[src/rtl/decoder_queue.sv]
// decoder_queue: RV32I decode stage. Fetch pushes {pc, instr} pairs into a
// DEPTH-entry FIFO; the head is decoded combinationally and captured into a
// registered output stage that holds steady while execute stalls.

`ifndef ALU_WIDTH
`define ALU_WIDTH       16
`define ALU_ADD         0
`define ALU_SUB         1
`define ALU_SLT         2
`define ALU_SLTU        3
`define ALU_XOR         4
`define ALU_OR          5
`define ALU_AND         6
`define ALU_SLL         7
`define ALU_SRL         8
`define ALU_SRA         9
`define ALU_EQ          10
`define ALU_NEQ         11
`define ALU_GE          12
`define ALU_GEU         13
`define ALU_LT          14
`define ALU_LTU         15
`define OPCODE_WIDTH    11
`define OPC_RTYPE       0
`define OPC_ITYPE       1
`define OPC_LOAD        2
`define OPC_STORE       3
`define OPC_BRANCH      4
`define OPC_JAL         5
`define OPC_JALR        6
`define OPC_LUI         7
`define OPC_AUIPC       8
`define OPC_SYSTEM      9
`define OPC_FENCE       10
`define EXCEPTION_WIDTH 4
`define EXC_ILLEGAL     0
`define EXC_ECALL       1
`define EXC_EBREAK      2
`define EXC_MRET        3
`endif

module decoder_queue #(
   parameter int DWIDTH    = 32,
   parameter int IWIDTH    = 32,
   parameter int AWIDTH    = 5,
   parameter int PC_WIDTH  = 32,
   parameter int DEPTH     = 4,
   parameter int CNT_WIDTH = 32
) (
   input  logic                        dq_clk,
   input  logic                        dq_rst,
   input  logic                        dq_i_valid,
   output logic                        dq_o_ready,
   input  logic [IWIDTH-1:0]           dq_i_instr,
   input  logic [PC_WIDTH-1:0]         dq_i_pc,
   input  logic                        dq_i_flush,
   output logic                        dq_o_valid,
   input  logic                        dq_i_ready,
   output logic [PC_WIDTH-1:0]         dq_o_pc,
   output logic [AWIDTH-1:0]           dq_o_addr_rs1,
   output logic [AWIDTH-1:0]           dq_o_addr_rs2,
   output logic [AWIDTH-1:0]           dq_o_addr_rd,
   output logic [2:0]                  dq_o_funct3,
   output logic [DWIDTH-1:0]           dq_o_imm,
   output logic [`ALU_WIDTH-1:0]       dq_o_alu,
   output logic [`OPCODE_WIDTH-1:0]    dq_o_opcode,
   output logic [`EXCEPTION_WIDTH-1:0] dq_o_exception,
   output logic [$clog2(DEPTH):0]      dq_o_count,
   output logic [CNT_WIDTH-1:0]        dq_o_issued
);
   localparam int PTR_W = $clog2(DEPTH);
   localparam int CNT_W = PTR_W + 1;

   localparam logic [6:0] OP_RTYPE  = 7'b0110011;
   localparam logic [6:0] OP_ITYPE  = 7'b0010011;
   localparam logic [6:0] OP_LOAD   = 7'b0000011;
   localparam logic [6:0] OP_STORE  = 7'b0100011;
   localparam logic [6:0] OP_BRANCH = 7'b1100011;
   localparam logic [6:0] OP_JAL    = 7'b1101111;
   localparam logic [6:0] OP_JALR   = 7'b1100111;
   localparam logic [6:0] OP_LUI    = 7'b0110111;
   localparam logic [6:0] OP_AUIPC  = 7'b0010111;
   localparam logic [6:0] OP_SYSTEM = 7'b1110011;
   localparam logic [6:0] OP_FENCE  = 7'b0001111;

   // queue storage and control
   logic [PC_WIDTH-1:0] pc_mem    [DEPTH];
   logic [IWIDTH-1:0]   instr_mem [DEPTH];
   logic [PTR_W-1:0]    wr_ptr_q, wr_ptr_d, rd_ptr_q, rd_ptr_d;
   logic [CNT_W-1:0]    count_q, count_d;
   logic                push, load, handshake;

   // output stage
   logic                        valid_q, valid_d;
   logic [PC_WIDTH-1:0]         pc_q, pc_d;
   logic [AWIDTH-1:0]           rs1_q, rs1_d, rs2_q, rs2_d, rd_q, rd_d;
   logic [2:0]                  f3_q, f3_d;
   logic [DWIDTH-1:0]           imm_q, imm_d;
   logic [`ALU_WIDTH-1:0]       alu_q, alu_d;
   logic [`OPCODE_WIDTH-1:0]    opc_q, opc_d;
   logic [`EXCEPTION_WIDTH-1:0] exc_q, exc_d;
   logic [CNT_WIDTH-1:0]        issued_q, issued_d;

   // decode of the queue head
   logic [31:0]                 ins;
   logic [AWIDTH-1:0]           ins_rs1, ins_rs2, ins_rd;
   logic [31:0]                 imm_i, imm_s, imm_b, imm_j, imm_u, imm_z;
   logic [`ALU_WIDTH-1:0]       arith_alu;
   logic [AWIDTH-1:0]           dec_rs1, dec_rs2, dec_rd;
   logic [2:0]                  dec_f3;
   logic [31:0]                 dec_imm32;
   logic [`ALU_WIDTH-1:0]       dec_alu;
   logic [`OPCODE_WIDTH-1:0]    dec_opc;
   logic [`EXCEPTION_WIDTH-1:0] dec_exc;

   // ready depends only on the registered occupancy, never on dq_i_ready
   assign dq_o_ready = (count_q < CNT_W'(DEPTH));
   assign push       = dq_i_valid && dq_o_ready;
   assign load       = (count_q != '0) && (!valid_q || dq_i_ready);
   assign handshake  = valid_q && dq_i_ready;

   assign ins     = instr_mem[rd_ptr_q][31:0];
   assign ins_rs1 = AWIDTH'(ins[19:15]);
   assign ins_rs2 = AWIDTH'(ins[24:20]);
   assign ins_rd  = AWIDTH'(ins[11:7]);
   assign imm_i   = {{20{ins[31]}}, ins[31:20]};
   assign imm_s   = {{20{ins[31]}}, ins[31:25], ins[11:7]};
   assign imm_b   = {{19{ins[31]}}, ins[31], ins[7], ins[30:25], ins[11:8], 1'b0};
   assign imm_j   = {{11{ins[31]}}, ins[31], ins[19:12], ins[20], ins[30:21], 1'b0};
   assign imm_u   = {ins[31:12], 12'b0};
   assign imm_z   = {20'b0, ins[31:20]};

   // write an accepted fetch pair into the slot at the write pointer
   always_ff @(posedge dq_clk) begin
      if (push && !dq_i_flush) begin
         pc_mem[wr_ptr_q]    <= dq_i_pc;
         instr_mem[wr_ptr_q] <= dq_i_instr;
      end
   end

   // ALU op shared by R and I types; SUB only exists for R-type
   always_comb begin
      arith_alu = '0;
      case (ins[14:12])
         3'b000:  arith_alu[(ins[6:0] == OP_RTYPE && ins[30]) ? `ALU_SUB : `ALU_ADD] = 1'b1;
         3'b001:  arith_alu[`ALU_SLL]  = 1'b1;
         3'b010:  arith_alu[`ALU_SLT]  = 1'b1;
         3'b011:  arith_alu[`ALU_SLTU] = 1'b1;
         3'b100:  arith_alu[`ALU_XOR]  = 1'b1;
         3'b101:  arith_alu[ins[30] ? `ALU_SRA : `ALU_SRL] = 1'b1;
         3'b110:  arith_alu[`ALU_OR]   = 1'b1;
         default: arith_alu[`ALU_AND]  = 1'b1;
      endcase
   end

   // full decode of the head instruction, including exception detection
   always_comb begin
      dec_rs1   = '0;
      dec_rs2   = '0;
      dec_rd    = '0;
      dec_f3    = '0;
      dec_imm32 = '0;
      dec_alu   = '0;
      dec_opc   = '0;
      dec_exc   = '0;
      dec_alu[`ALU_ADD] = 1'b1;
      case (ins[6:0])
         OP_RTYPE: begin
            dec_opc[`OPC_RTYPE] = 1'b1;
            dec_rs1 = ins_rs1; dec_rs2 = ins_rs2; dec_rd = ins_rd; dec_f3 = ins[14:12];
            dec_alu = arith_alu;
            if (!(ins[31:25] == 7'b0000000 ||
                  (ins[31:25] == 7'b0100000 && (ins[14:12] == 3'b000 || ins[14:12] == 3'b101))))
               dec_exc[`EXC_ILLEGAL] = 1'b1;
         end
         OP_ITYPE: begin
            dec_opc[`OPC_ITYPE] = 1'b1;
            dec_rs1 = ins_rs1; dec_rd = ins_rd; dec_f3 = ins[14:12]; dec_imm32 = imm_i;
            dec_alu = arith_alu;
            if (ins[14:12] == 3'b001 && ins[31:25] != 7'b0000000)
               dec_exc[`EXC_ILLEGAL] = 1'b1;
            if (ins[14:12] == 3'b101 && ins[31:25] != 7'b0000000 && ins[31:25] != 7'b0100000)
               dec_exc[`EXC_ILLEGAL] = 1'b1;
         end
         OP_LOAD: begin
            dec_opc[`OPC_LOAD] = 1'b1;
            dec_rs1 = ins_rs1; dec_rd = ins_rd; dec_f3 = ins[14:12]; dec_imm32 = imm_i;
         end
         OP_STORE: begin
            dec_opc[`OPC_STORE] = 1'b1;
            dec_rs1 = ins_rs1; dec_rs2 = ins_rs2; dec_f3 = ins[14:12]; dec_imm32 = imm_s;
         end
         OP_BRANCH: begin
            dec_opc[`OPC_BRANCH] = 1'b1;
            dec_rs1 = ins_rs1; dec_rs2 = ins_rs2; dec_f3 = ins[14:12]; dec_imm32 = imm_b;
            dec_alu = '0;
            case (ins[14:12])
               3'b000:  dec_alu[`ALU_EQ]  = 1'b1;
               3'b001:  dec_alu[`ALU_NEQ] = 1'b1;
               3'b100:  dec_alu[`ALU_LT]  = 1'b1;
               3'b101:  dec_alu[`ALU_GE]  = 1'b1;
               3'b110:  dec_alu[`ALU_LTU] = 1'b1;
               3'b111:  dec_alu[`ALU_GEU] = 1'b1;
               default: begin
                  dec_alu[`ALU_ADD]     = 1'b1;
                  dec_exc[`EXC_ILLEGAL] = 1'b1;
               end
            endcase
         end
         OP_JAL: begin
            dec_opc[`OPC_JAL] = 1'b1;
            dec_rd = ins_rd; dec_imm32 = imm_j;
         end
         OP_JALR: begin
            dec_opc[`OPC_JALR] = 1'b1;
            dec_rs1 = ins_rs1; dec_rd = ins_rd; dec_f3 = ins[14:12]; dec_imm32 = imm_i;
         end
         OP_LUI: begin
            dec_opc[`OPC_LUI] = 1'b1;
            dec_rd = ins_rd; dec_imm32 = imm_u;
         end
         OP_AUIPC: begin
            dec_opc[`OPC_AUIPC] = 1'b1;
            dec_rd = ins_rd; dec_imm32 = imm_u;
         end
         OP_SYSTEM: begin
            dec_opc[`OPC_SYSTEM] = 1'b1;
            dec_rs1 = ins_rs1; dec_rd = ins_rd; dec_f3 = ins[14:12]; dec_imm32 = imm_z;
            if (ins[14:12] == 3'b000) begin
               case (ins[31:20])
                  12'h000: dec_exc[`EXC_ECALL]   = 1'b1;
                  12'h001: dec_exc[`EXC_EBREAK]  = 1'b1;
                  12'h302: dec_exc[`EXC_MRET]    = 1'b1;
                  default: dec_exc[`EXC_ILLEGAL] = 1'b1;
               endcase
            end
         end
         OP_FENCE: begin
            dec_opc[`OPC_FENCE] = 1'b1;
            dec_rs1 = ins_rs1; dec_rd = ins_rd; dec_f3 = ins[14:12]; dec_imm32 = imm_z;
         end
         default: dec_exc[`EXC_ILLEGAL] = 1'b1;
      endcase
   end

   // next state for pointers, occupancy, output stage and issue counter;
   // flush wins over push and pop and leaves the issue counter alone
   always_comb begin
      wr_ptr_d = wr_ptr_q;
      rd_ptr_d = rd_ptr_q;
      count_d  = count_q;
      valid_d  = valid_q;
      issued_d = issued_q;
      pc_d  = pc_q;  rs1_d = rs1_q; rs2_d = rs2_q; rd_d  = rd_q;
      f3_d  = f3_q;  imm_d = imm_q; alu_d = alu_q; opc_d = opc_q; exc_d = exc_q;
      if (dq_i_flush) begin
         wr_ptr_d = '0;
         rd_ptr_d = '0;
         count_d  = '0;
         valid_d  = 1'b0;
      end else begin
         if (push) wr_ptr_d = wr_ptr_q + 1'b1;
         if (load) rd_ptr_d = rd_ptr_q + 1'b1;
         if (push && !load)      count_d = count_q + 1'b1;
         else if (!push && load) count_d = count_q - 1'b1;
         if (handshake) issued_d = issued_q + 1'b1;
         if (load) begin
            valid_d = 1'b1;
            pc_d  = pc_mem[rd_ptr_q];
            rs1_d = dec_rs1; rs2_d = dec_rs2; rd_d = dec_rd; f3_d = dec_f3;
            imm_d = DWIDTH'(dec_imm32);
            alu_d = dec_alu; opc_d = dec_opc; exc_d = dec_exc;
         end else if (handshake) begin
            valid_d = 1'b0;
         end
      end
   end

   // state register; reset clears everything and overrides flush and push
   always_ff @(posedge dq_clk) begin
      if (dq_rst) begin
         wr_ptr_q <= '0; rd_ptr_q <= '0; count_q <= '0; valid_q <= 1'b0; issued_q <= '0;
         pc_q  <= '0; rs1_q <= '0; rs2_q <= '0; rd_q  <= '0;
         f3_q  <= '0; imm_q <= '0; alu_q <= '0; opc_q <= '0; exc_q <= '0;
      end else begin
         wr_ptr_q <= wr_ptr_d; rd_ptr_q <= rd_ptr_d; count_q <= count_d;
         valid_q  <= valid_d;  issued_q <= issued_d;
         pc_q  <= pc_d;  rs1_q <= rs1_d; rs2_q <= rs2_d; rd_q  <= rd_d;
         f3_q  <= f3_d;  imm_q <= imm_d; alu_q <= alu_d; opc_q <= opc_d; exc_q <= exc_d;
      end
   end

   assign dq_o_valid     = valid_q;
   assign dq_o_pc        = pc_q;
   assign dq_o_addr_rs1  = rs1_q;
   assign dq_o_addr_rs2  = rs2_q;
   assign dq_o_addr_rd   = rd_q;
   assign dq_o_funct3    = f3_q;
   assign dq_o_imm       = imm_q;
   assign dq_o_alu       = alu_q;
   assign dq_o_opcode    = opc_q;
   assign dq_o_exception = exc_q;
   assign dq_o_count     = count_q;
   assign dq_o_issued    = issued_q;

endmodule

[config.mk]
export PLATFORM = sky130hd
export DESIGN_NAME = decoder_queue
export DESIGN_NICKNAME = d
export VERILOG_FILES = /design/src/rtl/decoder_queue.sv
export SDC_FILE = /design/constraint.sdc
export NUM_CORES = 1
export LEC_CHECK = 0
export ABC_CLOCK_PERIOD_IN_PS = 7200
export BUFFER_PORTS_ARGS = -buffer_cell sky130_fd_sc_hd__buf_4
export CORE_MARGIN = 2
export CORE_UTILIZATION = 55
export DETAILED_ROUTE_END_ITERATION = 10
export GPL_ROUTABILITY_DRIVEN = 0
export PLACE_DENSITY_LB_ADDON = 0.3
export SLEW_MARGIN = 20
export SYNTH_ARGS = -nofsm -noshare
export SYNTH_HDL_FRONTEND = slang
export SYNTH_SLANG_ARGS = --single-unit
[constraint.sdc]
create_clock -name dq_clk -period 7.2 [get_ports dq_clk]
set_clock_uncertainty 0.15 [all_clocks]
set_input_delay 0.36 -clock dq_clk [delete_from_list [all_inputs] [get_ports dq_clk]]
set_output_delay 0.36 -clock dq_clk [all_outputs]
set_load 0.05 [all_outputs]
==> impl_metrics.json, run 1 <==
{
  "drive_gt1_share_pct": 26.7,
  "die-area_um2": 30000,
  "clk_path_buf_depth": 3,
  "fmax_mhz": 289,
  "combinationalPowerShare_pct": 26.7,
  "p_sw_share_pct": 32.5,
  "crit_fanout": 33,
  "place_ws_ns": 3.73,
  "cellPowerDensity_nw_per_um2": 338,
  "status": "finished, final reports clean",
  "grt-ovfl-total": 0,
  "switchingPower_mw": 2.16,
  "crit_arrival_ns": 3.73,
  "first_iter_violations": 890,
  "clk_pin_slew_worst_paths_ns": 0.06,
  "numPortBuffers": 218,
  "min_period_over_period_pct": 48.1,
  "vias": 10200,
  "rsz0062_at_grt": "false",
  "p_int_mw": 4.48,
  "clk_latency_ns": 0.54,
  "cts-buffers-inserted": 41,
  "ios": 219,
  "dp_hpwl_um": 22800,
  "grt_max_degree": 86,
  "synthFlopType": "edfxtp_1",
  "yosys_warnings": 0,
  "postLayoutSetupSlackWorst_ns": 3.74,
  "synth_area_leaders": "edfxtp_1 49%, dfxtp_1 20%, mux4_2 9.3%",
  "worstHoldStart": "dq_i_ready",
  "synth-seq-cells": 411,
  "maxSlewViolCount": 0,
  "synthArstFlopShare_pct": 0,
  "synth-edff-count": 256,
  "synth.cell_area_um2": 15700,
  "end_kind": "flip-flop",
  "vdd.ir_drop.worst_mv": 0.300,
  "drv_cap": 0,
  "post_dp_cell_area_um2": 17700,
  "stdcell_area_um2": 19600,
  "fin_crit_ns": 3.46,
  "postCtsResizedCells": 0,
  "drtPass1Iterations": 5,
  "setup_tns_ns": 0,
  "slew_headroom_pct": 28.3,
  "whs_path_depth": 4,
  "yosysSeqAreaShare_pct": 68.6,
  "wire_per_inst_um": 20.8,
  "nNetsFinal": 1458,
  "synth_commonest_cells": "256 x edfxtp_1, 155 x dfxtp_1, 122 x nand2_1, 104 x nor2_1, 69 x a21oi_1",
  "antenna_cells": 0,
  "drt-total-wl_um": 37200,
  "core_um2": 28000,
  "hold_end": "dq_o_valid",
  "die_w_um": 173,
  "syn_inst": 1109,
  "crit_type": "flip-flop to flip-flop",
  "avgSynthCellArea_um2": 14.2,
  "area_delta_synth_final_pct": 24.6,
  "grt_pass1_vias": 10100,
  "grt_pass1_wl_um": 57200,
  "initial_core_util_pct": 56.2,
  "drc": 0,
  "finalHoldViolCount": 0,
  "r2r-end": "dq_o_imm[22]",
  "reg2reg_depth": 7,
  "cellLeakagePower_nw": 6.97,
  "h-tree-depth": 2,
  "antenna_found_initial": 0,
  "pwr-share-seq_pct": 42.1,
  "required_ns": 7.47,
  "cts_tree": "done",
  "min_path_type": "primary input to flip-flop",
  "synth.distinct_cells": 61,
  "clock-sinks": 411,
  "setup_violations": 0,
  "vias_per_cell": 5.71,
  "antenna_left": 0,
  "root_buffer": "clkbuf_16",
  "gr-usage-all-layers_pct": 24.6,
  "yosys.area.top_type": "edfxtp_1",
  "num_rows": 61,
  "fp.dieH_um": 173,
  "worst_pin_slew_ns": 1.08,
  "yosysTopAreaCellShare_pct": 48.8,
  "syn-num-nets": 1185,
  "clkPwrFrac_pct": 31.1,
  "synth_most_common_cell": "edfxtp_1",
  "reg2reg_slack_ns": 3.74,
  "start_kind": "flip-flop"
}
## routing by layer
layer	vias to the layer above	global-route usage (%)	share of wire [%]
met5	-	0	0
met4	0	9.18	3.4
li1	4706	-	-
met3	79	4.77	7.0
met2	399	40.5	49
met1	5043	32.7	41
## cells by family after synthesis
group,after synthesis,share of synthesized area (%)
xor gates and xnor gates,29,1.61
muxes,71,9.70
and+or+nand+nor,344,10.5
buffers and inverters,78,2.15
AOI/OAI and AO/OA,169,6.90
adders and majority gates,7,0.604
DFF,411,68.6
## state kept, by name (all words and copies together), names as in the netlist, 5 cells and up, named ones only
register       count
pc_mem           128
dq_o_addr_rd       5
dq_o_addr_rs2      5
dq_o_issued       32
dq_o_alu          16
dq_o_addr_rs1      5
dq_o_opcode       11
dq_o_pc           32
dq_o_imm          32
instr_mem        128
## worst max-delay path, stage by stage (launching register included)
cell and delay (ns):
dfxtp_2 0.31, buf_4 0.55, mux4_2 0.78, and2_1 0.23
and3_1 0.31, o21ai_1 0.66, nand2_1 0.12, a22o_1 0.22
## cell usage in the layout (no fill, tap or decap), types with 6 or more instances in the layout
cell type / instances
edfxtp_1: 256
buf_4: 227
dfxtp_1: 153
nand2_1: 122
nor2_1: 104
a21oi_1: 69
mux4_2: 65
dlygate4sd3_1: 64
clkbuf_16: 42
a22o_1: 28
a22oi_1: 25
o21ai_0: 23
nor3_1: 18
inv_1: 17
nand3_1: 17
xnor2_1: 16
xor2_1: 13
nor4_1: 12
or3_1: 11
clkinv_2: 11
nand4_1: 8
nor2b_1: 7
clkinv_1: 7
and2_1: 6
and3_1: 6
a211oi_1: 6
ha_1: 6
## stage by stage
step / cells / hold slack, ns / utilization [%] / total power, mW
after floorplan: 1109 / 0.309 / - / 4.09
after global placement: 1653 / 0.292 / 63.1 / 4.56
after detailed placement: 1653 / 0.298 / 63.1 / 4.58
after CTS: 1792 / 0.0625 / 70.0 / 6.66
after global routing: 1792 / 0.0886 / 70.0 / 6.88
final: 1792 / 0.0649 / 70.0 / 6.64
## power groups by stage
stage	logic (mW)	clock network [mW]	registers [mW]
global placement	1.72	0	2.84
CTS	1.77	2.10	2.79
finish	1.77	2.07	2.80
global route	1.89	2.19	2.81
floorplan	0.895	0	3.19
detailed placement	1.74	0	2.84
## what timing repair did
| item | 4_1_cts | 5_1_grt |
|---|---|---|
| buffers inserted | 0 | 0 |
| hold endpoints to repair | 256 | 0 |
| hold buffers | 64 | 0 |
## layout make-up
cell class	count	area [um2]
sequential	411	10800
fill	1919	8400
multi-input combinational	620	4630
timing repair buffer	291	2340
clock buffer	49	1100
tap	378	473
clock inverter	26	209
inverter	17	63.8
## how the worst max path moves through the flow
| stage | start | endpoint | slack [ns] | depth (start not counted) |
|---|---|---|---|---|
| after detailed placement | flip-flop | dq_o_addr_rd[3] | 3.73 | 6 |
| final | flip-flop | dq_o_imm[22] | 3.74 | 7 |
| after floorplan | dq_o_count[2] | instr_mem[0][0] | 4.03 | 3 |
| after global routing | flip-flop | dq_o_addr_rd[0] | 3.46 | 6 |
| after CTS | flip-flop | dq_o_imm[22] | 3.72 | 7 |
| after global placement | flip-flop | dq_o_imm[21] | 3.77 | 7 |
Note: power is estimated with default switching activity, not from simulation.
==> inputs of run 2 (changes only) <==
Settings changed: ABC_CLOCK_PERIOD_IN_PS 7200 to 3550.
Clock period 7.2 ns to 3.55 ns, I/O delays scaled along.
==> run 2 against run 1 <==
- sequential power up 100%
- total power up 110%
- via count up 2.1%
- sequential share of layout area down 1.1 points
- hold slack worse by 0.053 ns
- largest power group unchanged
- design area up 2.0%
- wire length up 2.5%
- highest routed layer unchanged
- core utilization up 1.4 points
==> impl_metrics.json, run 2 (synthesis results as in run 1) <==
{
  "status": "finished, final reports clean",
  "ios": 219,
  "vias_per_cell": 5.74,
  "dp_cells": 1673,
  "fp.dieH_um": 173,
  "required_ns": 3.82,
  "layout_commonest_cell": "edfxtp_1",
  "cellLeakagePower_nw": 7.15,
  "clk_path_buf_depth": 3,
  "worst_pin_slew_ns": 0.945,
  "core_um2": 28000,
  "antenna_left": 0,
  "start_kind": "flip-flop",
  "dp_hpwl_um": 24200,
  "setup_violations": 0,
  "initial_core_util_pct": 56.2,
  "crit_type": "flip-flop to flip-flop",
  "num_rows": 61,
  "nNetsFinal": 1482,
  "fin_crit_ns": 3.14,
  "crit_arrival_ns": 3.41,
  "grt_pass1_vias": 10300,
  "post_dp_cell_area_um2": 17900,
  "grt_pass1_wl_um": 58700,
  "power_mw": 13.9,
  "gr-usage-all-layers_pct": 25.3,
  "min_path_type": "primary input to flip-flop",
  "grt_max_degree": 66,
  "clk_latency_ns": 0.54,
  "cts-buffers-inserted": 42,
  "wire_per_inst_um": 21.0,
  "vias": 10400,
  "finalNonFillerCells": 1819,
  "drtPass1Iterations": 7,
  "grt-ovfl-total": 0,
  "maxSlewViolCount": 0,
  "die-area_um2": 30000,
  "post_cts_buffers": 0,
  "finalHoldViolCount": 0,
  "end_kind": "flip-flop",
  "die_w_um": 173,
  "crit_fanout": 14,
  "clock-sinks": 411,
  "h-tree-depth": 2,
  "slew_headroom_pct": 36.8,
  "area_delta_synth_final_pct": 27.1,
  "root_buffer": "clkbuf_16",
  "drt-total-wl_um": 38100,
  "mostFrequentLayoutCells": "256 x edfxtp_1, 241 x buf_4, 153 x dfxtp_1, 122 x nand2_1, 104 x nor2_1",
  "rsz0062_at_grt": "false",
  "min_period_over_period_pct": 88.4,
  "antenna_found_initial": 3,
  "drive_gt1_share_pct": 27.7,
  "cellPowerDensity_nw_per_um2": 695,
  "first_iter_violations": 822,
  "stdcell_area_um2": 20000,
  "reg_top3": "instr_mem x128, pc_mem x128",
  "fmax_mhz": 318,
  "drv_cap": 0,
  "setup_tns_ns": 0,
  "vdd.ir_drop.worst_mv": 0.535,
  "numPortBuffers": 218,
  "drc": 0,
  "cts_tree": "done",
  "clk_pin_slew_worst_paths_ns": 0.06
}
==> run 2: per-layer routing <==
layer  wire length (um)  vias to the layer above  track usage (%)
li1                   -                     4766                -
met1              15100                     5136             33.6
met2              19100                      457             42.6
met3               3030                       82             4.55
met4                920                        0             7.98
met5                  0                        -                0
==> run 2: power breakdown <==
group	switching (mW)	total (mW)	internal (mW)
logic	2.40	3.68	1.28
registers	0.220	5.67	5.45
clock network	1.80	4.55	2.75
==> run 2: timing repair <==
action	in CTS	in global routing
hold buffers	67	0
gates resized for setup	0	0
endpoints found under the hold margin	266	0
==> run 2: through the flow <==
stage / utilization (%) / hold WS, ns / setup slack (ns)
3_3_place_gp: 63.9 / 0.228 / 0.623
4_1_cts: 71.4 / 0.000423 / 0.467
2_1_floorplan: - / 0.126 / 0.383
5_1_grt: 71.4 / 0.0470 / 0.213
6_report: 71.4 / 0.0115 / 0.410
3_5_place_dp: 63.9 / 0.230 / 0.486
==> run 2: cell type report <==
class	instances	area (um2)
fillers	1847	8010
well taps	378	473
repair buffers	314	2600
flip-flops and latches	411	10800
clock buffers	63	1220
clock inverters	14	215
inverters	17	63.8
diodes	2	5.00
multi-input cells	620	4630
==> run 2: final timing paths <==
kind                                   start           end  slack [ns]  cells past startpoint
worst max-delay path               flip-flop  dq_o_imm[22]        0.41                      6
worst min register to register  dq_o_alu[13]  dq_o_alu[13]        0.30                      2
worst max register to register     flip-flop  dq_o_imm[22]        0.41                      6
worst min-delay path              dq_i_valid   wr_ptr_q[0]        0.01                      4
==> run 2: worst max-delay path, stage by stage, from the launching register on <==
cell     delay [ns]
dfxtp_1        0.74
mux4_2         0.56
and3b_1        0.30
and3_1         0.23
o21ai_1        0.70
nand2_1        0.12
a22o_1         0.23
